File: src/rtl/dqpsk_pkg.sv
// Shared DQPSK receive-path types and constants.
// Latency: n/a (declarations only).
// Backpressure: n/a.
package dqpsk_pkg;

    // Dibit assembler lock state.
    typedef enum logic {
        HUNT   = 1'b0,
        LOCKED = 1'b1
    } ser2par_state_t;

    // Default pattern that establishes dibit phase (last bit received is the LSB).
    localparam logic [7:0] DQPSK_SYNC_WORD_DEF = 8'b1100_1100;

    // Bits per DQPSK symbol.
    localparam int unsigned DQPSK_SYM_W = 2;

endpackage

File: src/rtl/ser2par_if.sv
// Serial-in / dibit-out bundle of the ser2par assembler.
// Latency: n/a (wiring only).
// Backpressure: none; the serial side is qualified by ser_valid, the symbol side by par_valid.
// Signals: data_ser/ser_valid/align (toward assembler), data_par/par_valid/locked (from it).
// master = bit source / symbol consumer, slave = the assembler.
interface ser2par_if;
    import dqpsk_pkg::*;

    logic                   data_ser;
    logic                   ser_valid;
    logic                   align;
    logic [DQPSK_SYM_W-1:0] data_par;
    logic                   par_valid;
    logic                   locked;

    modport master (
        output data_ser, ser_valid, align,
        input  data_par, par_valid, locked
    );

    modport slave (
        input  data_ser, ser_valid, align,
        output data_par, par_valid, locked
    );
endinterface

File: src/rtl/sync_detect.sv
// Sync-word hunter: shift register plus comparator (only built with SER2PAR_SYNC_EN).
// Latency: hit is combinational from the bit being shifted in (asserts at the matching edge).
// Backpressure: none; shifts only when valid=1, clear has priority.
// Ports: clk_in, rstn (sync, active-low), bit_in, valid, clear -> hit.
`ifdef SER2PAR_SYNC_EN
module sync_detect
    import dqpsk_pkg::*;
#(
    parameter int unsigned         SYNC_LEN  = 8,
    parameter logic [SYNC_LEN-1:0] SYNC_WORD = SYNC_LEN'(DQPSK_SYNC_WORD_DEF)
) (
    input  logic clk_in,
    input  logic rstn,
    input  logic bit_in,
    input  logic valid,
    input  logic clear,
    output logic hit
);
    logic [SYNC_LEN-1:0] sr_q;
    logic [SYNC_LEN-1:0] sr_d;
    logic [SYNC_LEN-1:0] sr_shift;

    // The match is taken on the updated register so the lock lands on the
    // same edge as the last sync bit.
    always_comb begin
        sr_shift = {sr_q[SYNC_LEN-2:0], bit_in};
        sr_d     = sr_q;
        hit      = 1'b0;
        if (clear) begin
            sr_d = '0;
        end else if (valid) begin
            sr_d = sr_shift;
            hit  = (sr_shift == SYNC_WORD);
        end
    end

    always_ff @(posedge clk_in) begin
        if (!rstn) begin
            sr_q <= '0;
        end else begin
            sr_q <= sr_d;
        end
    end
endmodule
`endif

File: src/rtl/ser2par.sv
// Serial-to-parallel dibit assembler: {first bit, second bit} per symbol, optional sync hunt.
// Latency: symbol and par_valid pulse appear one edge after the LSB is sampled.
// Backpressure: none; ser_valid=0 holds phase/partial bit, align restarts phase.
// Ports: clk_in, rstn (sync, active-low), sif (ser2par_if.slave).
// Build option SER2PAR_SYNC_EN: adds HUNT/LOCKED machine, sync_detect and idle-gap loss of lock.
module ser2par
    import dqpsk_pkg::*;
#(
    parameter int unsigned         SYNC_LEN  = 8,
    parameter logic [SYNC_LEN-1:0] SYNC_WORD = SYNC_LEN'(DQPSK_SYNC_WORD_DEF),
    parameter int unsigned         GAP_MAX   = 16
) (
    input  logic      clk_in,
    input  logic      rstn,
    ser2par_if.slave  sif
);
    logic                   phase_q, phase_d;
    logic                   msb_q, msb_d;
    logic [DQPSK_SYM_W-1:0] data_par_q, data_par_d;
    logic                   par_valid_q, par_valid_d;

    // pair_clr restarts dibit phase; pair_vld feeds a bit into the pair.
    logic pair_clr;
    logic pair_vld;

`ifdef SER2PAR_SYNC_EN
    localparam int unsigned GW = $clog2(GAP_MAX + 1);

    ser2par_state_t state_q, state_d;
    logic [GW-1:0]  gap_q, gap_d;
    logic           hit;
    logic           sr_clr;
    logic           hunt_vld;

    sync_detect #(
        .SYNC_LEN  (SYNC_LEN),
        .SYNC_WORD (SYNC_WORD)
    ) u_sync_detect (
        .clk_in (clk_in),
        .rstn   (rstn),
        .bit_in (sif.data_ser),
        .valid  (hunt_vld),
        .clear  (sr_clr),
        .hit    (hit)
    );

    always_comb begin
        state_d  = state_q;
        gap_d    = gap_q;
        sr_clr   = 1'b0;
        hunt_vld = 1'b0;
        if (sif.align) begin
            state_d = HUNT;
            gap_d   = '0;
            sr_clr  = 1'b1;
        end else if (state_q == HUNT) begin
            hunt_vld = sif.ser_valid;
            if (hit) begin
                state_d = LOCKED;
                gap_d   = '0;
            end
        end else if (sif.ser_valid) begin
            gap_d = '0;
        end else if (gap_q == GW'(GAP_MAX - 1)) begin
            state_d = HUNT;
            gap_d   = '0;
            sr_clr  = 1'b1;
        end else begin
            gap_d = gap_q + GW'(1);
        end
    end

    // Any state change (lock, loss of lock, align) restarts the pair; loss of
    // lock only happens on idle cycles so no bit is lost there.
    assign pair_clr   = sif.align || (state_d != state_q);
    assign pair_vld   = sif.ser_valid && (state_q == LOCKED);
    assign sif.locked = (state_q == LOCKED);

    always_ff @(posedge clk_in) begin
        if (!rstn) begin
            state_q <= HUNT;
            gap_q   <= '0;
        end else begin
            state_q <= state_d;
            gap_q   <= gap_d;
        end
    end
`else
    // Sync parameters are only meaningful with the hunter built.
    logic unused_cfg;
    assign unused_cfg = ^{SYNC_WORD, 32'(SYNC_LEN), 32'(GAP_MAX)};

    assign pair_clr   = sif.align;
    assign pair_vld   = sif.ser_valid;
    assign sif.locked = 1'b1;
`endif

    always_comb begin
        phase_d     = phase_q;
        msb_d       = msb_q;
        data_par_d  = data_par_q;
        par_valid_d = 1'b0;
        if (pair_clr) begin
            phase_d = 1'b0;
            msb_d   = 1'b0;
        end else if (pair_vld) begin
            if (!phase_q) begin
                msb_d   = sif.data_ser;
                phase_d = 1'b1;
            end else begin
                data_par_d  = {msb_q, sif.data_ser};
                par_valid_d = 1'b1;
                phase_d     = 1'b0;
            end
        end
    end

    always_ff @(posedge clk_in) begin
        if (!rstn) begin
            phase_q     <= 1'b0;
            msb_q       <= 1'b0;
            data_par_q  <= '0;
            par_valid_q <= 1'b0;
        end else begin
            phase_q     <= phase_d;
            msb_q       <= msb_d;
            data_par_q  <= data_par_d;
            par_valid_q <= par_valid_d;
        end
    end

    assign sif.data_par  = data_par_q;
    assign sif.par_valid = par_valid_q;
endmodule

File: src/flat_wrapper.sv
// flat-port wrapper written by rule: the top's interface ports become plain ports
module ser2par_flat import dqpsk_pkg::*;
#(
    parameter int unsigned         SYNC_LEN  = 8,
    parameter logic [SYNC_LEN-1:0] SYNC_WORD = SYNC_LEN'(DQPSK_SYNC_WORD_DEF),
    parameter int unsigned         GAP_MAX   = 16
)
  (clk_in, rstn, sif_data_ser, sif_ser_valid, sif_align, sif_data_par, sif_par_valid, sif_locked);
  ser2par_if sif_i ();
  input  logic clk_in;
  input  logic rstn;
  input wire logic [$bits(sif_i.data_ser)-1:0] sif_data_ser;
  input wire logic [$bits(sif_i.ser_valid)-1:0] sif_ser_valid;
  input wire logic [$bits(sif_i.align)-1:0] sif_align;
  output wire logic [$bits(sif_i.data_par)-1:0] sif_data_par;
  output wire logic [$bits(sif_i.par_valid)-1:0] sif_par_valid;
  output wire logic [$bits(sif_i.locked)-1:0] sif_locked;
  assign sif_i.data_ser = sif_data_ser;
  assign sif_i.ser_valid = sif_ser_valid;
  assign sif_i.align = sif_align;
  assign sif_data_par = sif_i.data_par;
  assign sif_par_valid = sif_i.par_valid;
  assign sif_locked = sif_i.locked;
  ser2par #(.SYNC_LEN(SYNC_LEN), .SYNC_WORD(SYNC_WORD), .GAP_MAX(GAP_MAX)) u_core (.clk_in(clk_in), .rstn(rstn), .sif(sif_i));
endmodule
File: config.mk
export PLATFORM = sky130hd
export DESIGN_NAME = ser2par_flat
export DESIGN_NICKNAME = d
export VERILOG_FILES = /design/src/rtl/dqpsk_pkg.sv /design/src/rtl/ser2par_if.sv /design/src/rtl/sync_detect.sv /design/src/rtl/ser2par.sv /design/src/flat_wrapper.sv
export SDC_FILE = /design/constraint.sdc
export NUM_CORES = 1
export LEC_CHECK = 0
export CAP_MARGIN = 0
export CORE_AREA = 2 2 39 41
export DETAILED_ROUTE_END_ITERATION = 8
export DIE_AREA = 0 0 41 43
export SLEW_MARGIN = 10
export SYNTH_ARGS = -nofsm -noshare
export SYNTH_HDL_FRONTEND = slang
export SYNTH_SLANG_ARGS = --single-unit
File: constraint.sdc
create_clock -name clk_in -period 2.4 [get_ports clk_in]
set_clock_uncertainty 0.05 [all_clocks]
set_input_delay 0.6 -clock clk_in [delete_from_list [all_inputs] [get_ports clk_in]]
set_output_delay 0.6 -clock clk_in [all_outputs]
set_load 0.05 [all_outputs]
### Yosys cells after proc, flatten, opt, wreduce, memory -nomap -nowiden

Index checks and enable logic that the tools add are counted.

* bitwise logic cells: 4
* muxes and demuxes: 2
* reduce and logical (&&, ||, !) cells: 4

Operators with widths (count)
* inverter 1 bit: 4
* AND reduction 3 bit: 1
* OR reduction 3 bit: 1
* two-way mux 1 bit: 2
* AND reduction 2 bit: 1
* OR reduction 2 bit: 1

* input bits: 5
* output and inout bits: 4
* bits in registers: 5
* logic and storage cells: 14

### Depth between registers and ports, before layout

* depth after elaboration: 2
* mapped depth: 3
* depth with buffers taken out: 3

### Least setup slack after synthesis

Ideal clock, no wire load.

* path kind: register to output
* start point: register u_core.data_par_q[0], in the netlist u_core.sif.data_par[0]
* end point: output sif_data_par[0]
* path buffers: 0
* stages on the path, launching flop included: 1
* slack: 1148 ps
* data required time: 1750 ps
* arrival time: 602 ps
* cell sequence: dfxtp_1

RTL lines
* start, declared: line ser2par.sv:19 `logic [DQPSK_SYM_W-1:0] data_par_q, data_par_d;`
* start signal, assigned: line ser2par.sv:127 `data_par_q <= data_par_d;`
* end, declared: line flat_wrapper.sv:15 `output wire logic [$bits(sif_i.data_par)-1:0] sif_data_par;`

No word-level cell between the ends.

### Worst setup path after layout

* start point: register u_core.data_par_q[0], in the netlist u_core.sif.data_par[0]
* end point: output sif_data_par[0]

No word-level cell between the ends.

==> impl_results.rst <==
.. list-table::
   :header-rows: 1

   * - Metric
     - Value
   * - Total of fill cells in the finished design
     - 155
   * - Vias per cell
     - 3.67
   * - Critical Path Start Type
     - flop
   * - Floorplan die height
     - 43 um
   * - Peak per-stage delay on the critical path
     - roughly 0.8 ns
   * - Number of register bits inferred by synthesis
     - 5
   * - Boundary pin count
     - 9
   * - Clock root buffer
     - clkbuf_4
   * - Fmax
     - 487 MHz
   * - DR pass1 iterations
     - 3
   * - Combined buffer and inverter count along the critical path
     - 1
   * - Largest cells by area after synthesis
     - dfxtp_1 50%, nor2b_4 6.9%, nand2_1 5.6%
   * - Growth of design area from synthesis to finish
     - 54.4%
   * - Vias after detailed routing
     - 176
   * - Crit-path cells
     - clkdlybuf4s50_1
   * - Longest Clk Path Bufs
     - 2
   * - TritonCTS Sinks
     - 5
   * - Relative slew slack
     - 65.9%
   * - Buffers inserted during post-CTS setup optimization
     - 0
   * - Initial antenna violation count
     - 0
   * - Fraction of the yosys area taken by sequential cells
     - between 50% and 60%
   * - Routed WL
     - 383 um
   * - RSZ-0062 raised after global routing
     - false
   * - Area share of the largest cell type after synthesis
     - 50.0%
   * - Count of routing violations after the opening detailed-route iteration
     - 2
   * - Area used by multi-input combinational logic
     - 92.6 sq um
   * - Cell type contributing the most total cell area after synthesis
     - dfxtp_1
   * - Internal reg-to-reg setup slack
     - 1.46 ns
   * - Power per unit of standard cell area
     - 675 nW/um^2
   * - Most frequent standard cell in the layout excluding fill and tap cells
     - clkdlybuf4s50_1
   * - Vias in the first global route
     - 174
   * - Grt met2 use
     - 8.13%
   * - Weighted congestion at the end of routability-driven global placement
     - 0.591
   * - Largest net degree at the start of global routing
     - 6
   * - CP max stage cell
     - clkdlybuf4s50_1
   * - Clock tree from TritonCTS
     - built
   * - Peak supply drop
     - between 0.1 and 0.15 mV
   * - Endpoint class of the critical path
     - output pin
   * - Layer carrying the most global-route usage
     - met4
   * - Final worst path period need
     - 2.05 ns
   * - Number of resized instances in the post-cts repair step
     - 0
   * - Most frequent cells in the layout
     - 7 x clkdlybuf4s50_1, 5 x dfxtp_1, 3 x nor2_1, 3 x nand2_1, 3 x clkbuf_4
   * - Final number of setup-violating endpoints
     - 0
   * - Run status
     - finished, final reports clean
   * - Mean routed wirelength per cell
     - 7.98 um
   * - Aggregate negative setup slack
     - 0 ns
   * - Area enclosed by the die boundary
     - between 1500 and 2000 sq um
   * - Required time worst endpoint
     - 1.75 ns
   * - Total number of placement rows
     - 14
   * - Clock latency on the worst-skew pair
     - approximately 0.24 ns
   * - CTS clock-pin slew for the worst setup and hold paths
     - 0.04 ns
   * - Congestion Overflow GR
     - 0
   * - Number of warning messages in the yosys log
     - 0
   * - Number of input and output port buffers inserted
     - 7
   * - Starting density of the core
     - 14.5%
   * - Syn_area_per_cell
     - 9.10 sq um
   * - Class of the tightest hold or removal check
     - reg2reg
   * - Global routing usage on met1
     - around 3.5%
   * - Gr usage total
     - 5.51%
   * - Count of unique library cells instantiated by Yosys
     - 12
   * - Diode insertion count for antenna repair
     - 0
   * - Core region area
     - 1380 sq um
   * - Family of cells with the greatest summed delay on the critical path
     - buffers and inverters
   * - Number of hold buffers added after cts
     - 0
   * - Number of CTS-inserted buffers
     - 3
   * - Least-Margin Pin Slew
     - 0.510 ns
   * - Die span in x
     - about 40 um
   * - Endpoints failing hold
     - 0
   * - Synthesized instance count
     - 22
   * - Number of maximum-capacitance constraint violations
     - 0
   * - CP arrival
     - 1.40 ns
   * - Final cycle utilization of the critical path
     - 85.6%
   * - Global-route wire length before repair
     - 558 um
   * - Leakage power total
     - between 0.1 and 0.15 nW
   * - Layout net count
     - 38
   * - Residual DRC
     - 0
   * - Post-synthesis net count
     - 27
   * - Storage cell area
     - 100 sq um
   * - Post-detailed-route count of antenna-violating nets
     - 0
   * - Global-route met3 utilization
     - 0%
   * - Critical path class
     - reg2out
   * - Maximum net fanout on the critical path
     - 2
   * - Fraction of final layout cells with drive strength greater than 1
     - 12.5%
   * - H-tree levels
     - 1
   * - DPL Wire Length
     - between 200 and 300 um
   * - Max-slew violation count
     - 0
   * - Overall power after layout
     - between 0.2 and 0.25 mW
   * - Cell Area, Synth
     - 200 sq um
[layer usage]
metal | up-vias | share of wire, %
met5 | - | 0
met3 | 2 | 6.8
met4 | 0 | 3.1
li1 | 88 | -
met2 | 7 | 54
met1 | 79 | 36
[area by class of cell]
class	instances	share of cell area [%]
Multi-Input combinational cell	16	30.0
Timing Repair Buffer	7	22.7
Clock buffer	4	8.50
Sequential cell	5	32.4
Tap cell	16	6.48
[logic make-up after synthesis]
logic type	share of synthesized area (%)
flip-flops	50.0
other	1.87
AND/OR/NAND/NOR	30.0
multiplexers	5.00
AO/OA/AOI/OAI	5.00
XOR/XNOR	4.38
buffers and inverters	3.75
[sequential cells by signal, summed over array words and instances (netlist names)]
signal / cells
u_core.sif.data_par: 2
u_core.msb_q: 1
u_core.phase_q: 1
u_core.sif.par_valid: 1
[stage by stage]
stage | worst slack, ns | instance area [sq um] | std cells | hold WS, ns | utilization, %
floorplan | 1.15 | 200 | 22 | 0.378 | -
global placement | 0.643 | 283 | 44 | 0.390 | 20.4
detailed placement | 0.646 | 283 | 44 | 0.394 | 20.4
CTS | 0.341 | 309 | 48 | 0.404 | 22.3
global route | 0.331 | 309 | 48 | 0.436 | 22.3
finish | 0.346 | 309 | 48 | 0.407 | 22.3
[power by group]
part | switching, mW | total (mW) | internal, mW
clock | 0.0356 | 0.0985 | 0.0629
combinational | 0.0113 | 0.0228 | 0.0115
sequential | 0.00199 | 0.0873 | 0.0853
total | 0.0488 | 0.209 | 0.160
[Yosys cell counts, drive strengths merged]
| cell | n |
|---|---|
| buf | 1 |
| conb | 1 |
| dfxtp | 5 |
| mux2i | 1 |
| nand2 | 3 |
| nand2b | 1 |
| nand3 | 2 |
| nand3b | 1 |
| nor2 | 3 |
| nor2b | 1 |
| o21ai | 2 |
| xnor2 | 1 |
[path summary, 6_finish.rpt]
path                                            start                             endpoint  depth (start not counted)
setup / recovery  u_core.sif.data_par[0]$_SDFFE_PN0P_                      sif_data_par[0]                          1
hold / removal    u_core.sif.data_par[1]$_SDFFE_PN0P_  u_core.sif.data_par[1]$_SDFFE_PN0P_                          2
setup reg to reg          u_core.phase_q$_SDFFE_PP0P_  u_core.sif.data_par[1]$_SDFFE_PN0P_                          3
hold reg to reg   u_core.sif.data_par[1]$_SDFFE_PN0P_  u_core.sif.data_par[1]$_SDFFE_PN0P_                          2
(Power assumes the default switching activity.)
